**config.mk**
```make
export PLATFORM = sky130hd
export DESIGN_NAME = hex_segment_decoder_flat
export DESIGN_NICKNAME = d
export VERILOG_FILES = /design/src/rtl/hex_segment_decoder_pkg.sv /design/src/rtl/hex_segment_decoder_if.sv /design/src/rtl/hex_segment_decoder_seg7.sv /design/src/rtl/hex_segment_decoder.sv /design/src/flat_wrapper.sv
export SDC_FILE = /design/constraint.sdc
export NUM_CORES = 1
export LEC_CHECK = 0
export ABC_AREA = 1
export CORE_MARGIN = 2
export CORE_UTILIZATION = 43
export CTS_CLUSTER_SIZE = 30
export DETAILED_ROUTE_END_ITERATION = 16
export GPL_TIMING_DRIVEN = 0
export PLACE_DENSITY = 0.71
export SYNTH_ARGS = -nofsm -noshare
export SYNTH_HDL_FRONTEND = slang
export SYNTH_SLANG_ARGS = --single-unit
```
**constraint.sdc**
```tcl
create_clock -name clock -period 2.2 [get_ports clock]
set_input_delay 0.33 -clock clock [delete_from_list [all_inputs] [get_ports clock]]
set_output_delay 0.33 -clock clock [all_outputs]
set_load 0.05 [all_outputs]
```
**src/rtl/hex_segment_decoder_pkg.sv**
```systemverilog
// Shared constants for the seven-segment to byte decoder: segment table,
// FSM state encoding and the blank code.
package hex_segment_decoder_pkg;

    typedef enum logic [1:0] {
        IDLE = 2'd0,
        HIGH = 2'd1,
        FULL = 2'd2
    } state_t;

    localparam logic [6:0] SEG_BLANK = 7'h7F;

    // Active-low gfedcba codes, same table as the nibble-to-segment encoder.
    localparam logic [6:0] SEG_CODE [16] = '{
        7'h40, 7'h79, 7'h24, 7'h30, 7'h19, 7'h12, 7'h02, 7'h78,
        7'h00, 7'h10, 7'h08, 7'h03, 7'h46, 7'h21, 7'h06, 7'h0E
    };

endpackage

```
**src/rtl/hex_segment_decoder_if.sv**
```systemverilog
// Segment-code input and byte-output handshake bundle.
interface hex_segment_decoder_if;
    logic [6:0] seg_in;
    logic       seg_valid;
    logic       seg_ready;
    logic [7:0] byte_out;
    logic       byte_valid;
    logic       byte_ready;
    logic       code_err;
    logic [7:0] err_count;

    modport slave (
        input  seg_in, seg_valid, byte_ready,
        output seg_ready, byte_out, byte_valid, code_err, err_count
    );

    modport master (
        output seg_in, seg_valid, byte_ready,
        input  seg_ready, byte_out, byte_valid, code_err, err_count
    );
endinterface

```
**src/rtl/hex_segment_decoder_seg7.sv**
```systemverilog
// Exact-match lookup of a segment code against SEG_CODE; no nearest matching.
module seg7_to_nibble
    import hex_segment_decoder_pkg::*;
(
    input  logic [6:0] seg,
    output logic [3:0] nibble,
    output logic       hit
);
    always_comb begin
        nibble = 4'h0;
        hit    = 1'b0;
        for (int i = 0; i < 16; i++) begin
            if (seg == SEG_CODE[i]) begin
                nibble = 4'(i);
                hit    = 1'b1;
            end
        end
    end
endmodule

```
**src/rtl/hex_segment_decoder.sv**
```systemverilog
// Assembles two decoded segment digits into a byte (high digit first) and
// counts invalid codes with a saturating counter.
module hex_segment_decoder
    import hex_segment_decoder_pkg::*;
(
    input  logic                        clock,
    input  logic                        resetn,
    hex_segment_decoder_if.slave        bus
);
    state_t     r_state, w_state_nxt;
    logic [7:0] r_byte;
    logic       r_code_err;
    logic [7:0] r_err_count;

    logic [3:0] w_nib;
    logic       w_match, w_hit, w_ready, w_accept;
    logic       w_load_hi, w_load_lo, w_bad;

    seg7_to_nibble u_lookup (
        .seg    (bus.seg_in),
        .nibble (w_nib),
        .hit    (w_match)
    );

    assign w_hit    = w_match && (bus.seg_in != SEG_BLANK);
    assign w_ready  = (r_state == IDLE) || (r_state == HIGH);
    assign w_accept = bus.seg_valid && w_ready;

    always_ff @(posedge clock or negedge resetn) begin
        if (!resetn) r_state <= IDLE;
        else         r_state <= w_state_nxt;
    end

    always_comb begin
        w_state_nxt = r_state;
        w_load_hi   = 1'b0;
        w_load_lo   = 1'b0;
        w_bad       = 1'b0;
        case (r_state)
            IDLE: begin
                if (w_accept) begin
                    if (w_hit) begin
                        w_state_nxt = HIGH;
                        w_load_hi   = 1'b1;
                    end else begin
                        w_bad = 1'b1;
                    end
                end
            end
            HIGH: begin
                if (w_accept) begin
                    if (w_hit) begin
                        w_state_nxt = FULL;
                        w_load_lo   = 1'b1;
                    end else begin
                        w_state_nxt = IDLE;
                        w_bad       = 1'b1;
                    end
                end
            end
            FULL: begin
                if (bus.byte_ready) w_state_nxt = IDLE;
            end
            default: w_state_nxt = IDLE;
        endcase
    end

    // An invalid code clears any half-built byte so no stale high digit survives.
    always_ff @(posedge clock or negedge resetn) begin
        if (!resetn) begin
            r_byte      <= 8'h00;
            r_code_err  <= 1'b0;
            r_err_count <= 8'h00;
        end else begin
            r_code_err <= w_bad;
            if (w_load_hi)      r_byte      <= {w_nib, 4'h0};
            else if (w_load_lo) r_byte[3:0] <= w_nib;
            else if (w_bad)     r_byte      <= 8'h00;
            if (w_bad && (r_err_count != 8'hFF))
                r_err_count <= r_err_count + 8'd1;
        end
    end

    assign bus.seg_ready  = w_ready;
    assign bus.byte_valid = (r_state == FULL);
    assign bus.byte_out   = r_byte;
    assign bus.code_err   = r_code_err;
    assign bus.err_count  = r_err_count;
endmodule

```
**src/flat_wrapper.sv**
```systemverilog
// flat-port wrapper written by rule: the top's interface ports become plain ports
module hex_segment_decoder_flat import hex_segment_decoder_pkg::*;
  (clock, resetn, bus_seg_in, bus_seg_valid, bus_byte_ready, bus_seg_ready, bus_byte_out, bus_byte_valid, bus_code_err, bus_err_count);
  hex_segment_decoder_if bus_i ();
  input  logic clock;
  input  logic resetn;
  input wire logic [$bits(bus_i.seg_in)-1:0] bus_seg_in;
  input wire logic [$bits(bus_i.seg_valid)-1:0] bus_seg_valid;
  input wire logic [$bits(bus_i.byte_ready)-1:0] bus_byte_ready;
  output wire logic [$bits(bus_i.seg_ready)-1:0] bus_seg_ready;
  output wire logic [$bits(bus_i.byte_out)-1:0] bus_byte_out;
  output wire logic [$bits(bus_i.byte_valid)-1:0] bus_byte_valid;
  output wire logic [$bits(bus_i.code_err)-1:0] bus_code_err;
  output wire logic [$bits(bus_i.err_count)-1:0] bus_err_count;
  assign bus_i.seg_in = bus_seg_in;
  assign bus_i.seg_valid = bus_seg_valid;
  assign bus_i.byte_ready = bus_byte_ready;
  assign bus_seg_ready = bus_i.seg_ready;
  assign bus_byte_out = bus_i.byte_out;
  assign bus_byte_valid = bus_i.byte_valid;
  assign bus_code_err = bus_i.code_err;
  assign bus_err_count = bus_i.err_count;
  hex_segment_decoder u_core (.clock(clock), .resetn(resetn), .bus(bus_i));
endmodule
```
After elaboration in Yosys (flattened, before gate mapping). Cells that the tools add are included.

Flip-flop bits (word level): 19. Bits in latches: 0. Memory bits (writable): 0. Memory bits (read-only): 0. Input port bits: 11. Output and inout bits: 19. Logic and storage cells: 89. Memories kept: 0.

$add $sub $neg: 1. Multipliers: 0. Div/mod/pow operators: 0. $lt $le $gt $ge: 0. Equality and inequality tests: 24. Shift operators: 0. Muxes and demuxes: 48. Bitwise gates (word level): 0. Reduce and logical (&&, ||, !) cells: 11.

Operator list (count): $mux 4 (16); $eq 7x7->1 const B (4); $mux 1 (24); $eq 7x5->1 const B (3); $eq 7x6->1 const B (3); $mux 8 (2); $eq 7x2->1 const B (2); $eq 7x4->1 const B (2); $mux 2 (5); $add 8x1->8 const B (1); $ne 2x1->1 const B (4); $ne 8x8->1 const B (1); $eq 7x3->1 const B (1); $logic_not 7->1 (1); $ne 7x7->1 const B (1); $pmux 2 s3 (1); $reduce_and 4->1 (1); $logic_and 1x1->1 (3); $reduce_bool 3->1 (1); $eq 2x1->1 const B (1); $eq 2x2->1 const B (1); $logic_not 2->1 (1); $ne 2x2->1 const B (1); $reduce_and 2->1 (1); other kinds (3) (3).

Longest topological paths before layout.
Depth after elaboration: 24. Gate-level depth with buffers: 12.

By module. A second synthesis with hierarchy kept.

Cell total of the unflattened synthesis: 178. Area, all modules: 1253.7 µm².

Modules (own cells, without submodules): hex_segment_decoder (instances 1, cells each 121, area an instance 974.7 µm², seq. area each 475.5 µm²); seg7_to_nibble (instances 1, cells each 57, area an instance 279.0 µm², seq. area each 0.0 µm²).

Worst setup path before layout. No wires, ideal clock.

Path type: reg-to-reg. Start: register u_core.r_err_count[0], in the netlist u_core.bus.err_count[0]. End: register u_core.r_err_count[4], in the netlist u_core.bus.err_count[4]. Data arrival time: 1.701 ns. Slack: 0.434 ns. Cell stages (with the launch flop): 8. Path buffers: 1. Period minus slack after synthesis: 1.766 ns. Cell sequence: dfrtp_1 ha_1 nand2_1 or2_2 clkbuf_2 nand2_4 nand2_1 nand2_1.

Word-level cells in the longest chain between the ends: 2.

RTL lines: from (decl) (RTL line hex_segment_decoder.sv:13) `logic [7:0] r_err_count;`; from (signal assigned) (RTL line hex_segment_decoder.sv:80) `r_err_count <= r_err_count + 8'd1;`; parallel branches: the longest is 2 deep, another holds $add 8x1->8.

Several ways; the timed one is not identified. A chain may end at the register's enable or synchronous reset.

Final worst setup path.
Start: register u_core.r_state[1]. End: output port bus_byte_valid.

Word-level cells in the longest chain between the ends: 1.

RTL lines: from (decl) (RTL line hex_segment_decoder.sv:10) `state_t r_state, w_state_nxt;`; from (signal assigned) (RTL line hex_segment_decoder.sv:31) `else r_state <= w_state_nxt;`; $eq 2x2->1 (RTL line hex_segment_decoder.sv:85) `assign bus.byte_valid = (r_state == FULL);`; to (decl) (RTL line flat_wrapper.sv:12) `output wire logic [$bits(bus_i.byte_valid)-1:0] bus_byte_valid;`.

Every way passes these cells.

==> reports/metrics.csv <==
stage,metric,value,unit
run_status,outcome,completed,
floorplanning,rows,19,
synth,synth_edf_count,0,
global_route,grt_max_degree,20,
power,seq_power_share,0.430,
detailed_routing,first_pass_iters,4,
synth,synth_top_flop_cell,dfrtp_1,
floorplanning,die_h,57.5,µm
global_route,busiest_layer,met2,
cells_and_area,drive_above_1_share,0.114,
global_route,grt_pass1_wl,4.54,mm
cells_and_area,layout-area-overhead-vs-synth,29.0,%
detailed_routing,avgViaCountPerCell,4.98,
synth,yosysTopAreaCell,dfrtp_1,
global_route,use_met3,0.0295,
sta,finalSetupViolCount,0,
critical_path,required,1.87,ns
global_route,met1_usage,0.230,
placement,place_congestion,0.836,
sta,fin_skew,0.00269,ns
synth,avgSynthCellArea,6.96,µm²
synth,synth_cell_types,23,
floorplanning,core,0.00273,mm²
detailed_routing,drt_wl_total,2.69,mm
synth,yosysMostFrequentCell,nand2_1,
synth,synth.top_cells.by_count,"nand2_1, nor2_1, dfrtp_1",
clock_tree,clk_path_buf_depth,2,
critical_path,crit_path_max_fanout,3,
floorplanning,start_util,0.450,
global_route,grt_usage,0.173,
sta,finalHoldViolations,0,
critical_path,arrival,1.72,ns
clock_tree,cts_setup_buffers,0,
detailed_routing,wire_per_inst,11.2,µm
synth,yosys_warnings,0,
synth,syn_nets,189,
clock_tree,ctsHoldBuffers,0,
synth,syn_area,0.00123,mm²
global_route,gr-total-overflow,0,
sta,setup_ws,0.148,ns
clock_tree,root_buffer,clkbuf_4,
synth,synth_area_leaders,"dfrtp_1, nand2_1, nand3_1",
power,pwr-share-comb,0.404,
floorplanning,die_area,0.00331,mm²
clock_tree,cts_buffers,3,
global_route,first_global_vias,1071,
cells_and_area,fin_nets,223,
clock_tree,cts.htree.levels,1,
global_route,grt.met2_usage,0.279,
synth,async_flop_share,1.00,
placement,dp_slack,0.0648,ns
detailed_routing,num_vias,1199,
synth,seq_area_frac_synth,0.386,
power,leakagePower,0.822,nW
clock_tree,clock_sinks,19,
placement,io_buffers,29,
clock_tree,insertion_delay,0.29,ns
clock_tree,cts_tree,built,
placement,placed_area,0.00156,mm²
sta,finalCritPeriodShare,0.933,
power,power_frac_clock,0.166,
detailed_routing,ant_nets,0,
critical_path,slowest_delay,0.82,ns
critical_path,crit_path_top_delay_cell,clkdlybuf4s50_1,
power,ir_drop,0.577,mV
sta,grt_setup_unrepaired,false,
clock_tree,clk_pin_slew,0.11,ns
synth,yosysTopAreaCellShare,0.386,
power,switchingPower,449,µW
critical_path,worstSetupPathType,flip-flop to output pin,
sta,worst_pin_slew,0.823,ns
floorplanning,io_pins,30,
sta,max_slew_margin,0.450,
detailed_routing,drtIter0Drc,39,
critical_path,crit_path_end_kind,output pin,
power,power.density,669,mW/mm²
cells_and_area,design_area,0.00159,mm²
floorplanning,die_w,57.5,µm
clock_tree,cts_resized,0,
sta,max_freq,487,MHz
run,max_cap_viol_count,0,
min_path,holdCritPathClass,flip-flop to flip-flop,
cells_and_area,diodes,0,
sta,setup_tns,0,ns
critical_path,crit_chain,inv_1 > nor2_1 > clkdlybuf4s50_1,
placement,post-dp-hpwl,2.17,mm
critical_path,critPathTopFamily,buffers and inverters,
power,intPower,613,µW
sta,min_period,2.05,ns
synth,ys_ff_latch,19,
placement,place_inst,237,
power,switching_share,0.423,
sta,slew_violations,0,
power,total_power,1.06,mW
critical_path,crit_path_start_kind,flip-flop,
critical_path,worst-path-buf-inv,2,
cells_and_area,final_cells,241,
synth,synth_cells,177,
global_route,antenna_found_initial,0,
detailed_routing,remaining_drc_errors,0,
## layout make-up
class | count | area (µm²)
plain buffers | 1 | 5.00
clock buffers | 3 | 22.5
clock inverters | 1 | 5.00
fillers | 261 | 1150
inverters | 21 | 78.8
multi-input cells | 136 | 672
flip-flops and latches | 19 | 475
well taps | 31 | 38.8
repair buffers | 29 | 290
## sequential cells by signal, indices dropped and copies added (netlist names)
| signal | count |
|---|---|
| u_core.bus.byte_out | 8 |
| u_core.bus.code_err | 1 |
| u_core.bus.err_count | 8 |
| u_core.r_state | 2 |
## per-layer routing
metal / share of wire / wire length (µm)
met2: 0.45 / 1210
met5: 0 / 0
met1: 0.49 / 1310
met3: 0.045 / 122
met4: 0.015 / 41
## per-stage QoR
step            util  hold slack [ns]
3_5_place_dp   0.571            0.466
6_report       0.581            0.483
3_3_place_gp   0.571            0.456
2_1_floorplan      -           0.0344
4_1_cts        0.581            0.493
5_1_grt        0.581            0.523
## cells in the final DEF, fill, tap and decap left out
cell / count
nand2_1: 59
clkdlybuf4s50_1: 29
nor2_1: 24
dfrtp_1: 19
inv_1: 18
nand3_1: 18
nand4_1: 7
nor2_2: 6
xnor2_1: 4
inv_2: 3
or2_2: 3
clkbuf_4: 3
nand2_2: 2
nand2_4: 2
xor2_1: 2
nand3_2: 1
nor2_4: 1
nor2_8: 1
a21oi_1: 1
clkbuf_2: 1
nand3b_1: 1
nor3_1: 1
o22ai_1: 1
o21ai_0: 1
ha_1: 1
clkinv_2: 1
## kinds of logic (layout without fill, tap and decap cells)
family | count (synthesis) | after routing | share of synthesized area
fa+ha+maj | 1 | 1 | 0.0102
flops | 19 | 19 | 0.386
compound gates | 3 | 3 | 0.0132
simple gates | 126 | 126 | 0.480
xor+xnor | 6 | 6 | 0.0427
buf+inv | 22 | 55 | 0.0681
## worst reg2reg max path, cell delays in order (launching register included)
cell,delay [ns]
dfrtp_1,0.44
ha_1,0.25
nand2_1,0.10
or2_2,0.29
clkbuf_2,0.20
nand2_4,0.15
nand2_1,0.06
nand2_1,0.07
## power by group through the flow
| stage | Clock (mW) | Sequential, mW | Combinational (mW) |
|---|---|---|---|
| 2_1_floorplan | 0 | 0.597 | 0.141 |
| 3_3_place_gp | 0 | 0.456 | 0.422 |
| 6_report | 0.176 | 0.457 | 0.429 |
| 3_5_place_dp | 0 | 0.463 | 0.431 |
| 4_1_cts | 0.183 | 0.456 | 0.432 |
| 5_1_grt | 0.197 | 0.465 | 0.459 |
## path summary, 6_finish.rpt
kind | endpoint | slack, ns | cells past startpoint | start
worst max-delay path | bus_byte_valid | 0.15 | 3 | u_core.r_state[1]$_DFFE_PN0P_
worst min-delay path | u_core.bus.byte_out[7]$_DFFE_PN0P_ | 0.48 | 2 | u_core.bus.byte_out[7]$_DFFE_PN0P_
worst max register to register | u_core.bus.err_count[3]$_DFFE_PN0P_ | 0.58 | 7 | u_core.bus.err_count[0]$_DFFE_PN0P_
worst min register to register | u_core.bus.byte_out[7]$_DFFE_PN0P_ | 0.48 | 2 | u_core.bus.byte_out[7]$_DFFE_PN0P_
max in group asynchronous | u_core.bus.err_count[3]$_DFFE_PN0P_ | 1.20 | 1 | resetn
min in group asynchronous | u_core.r_state[1]$_DFFE_PN0P_ | 0.50 | 1 | resetn
(Power assumes the default switching activity.)
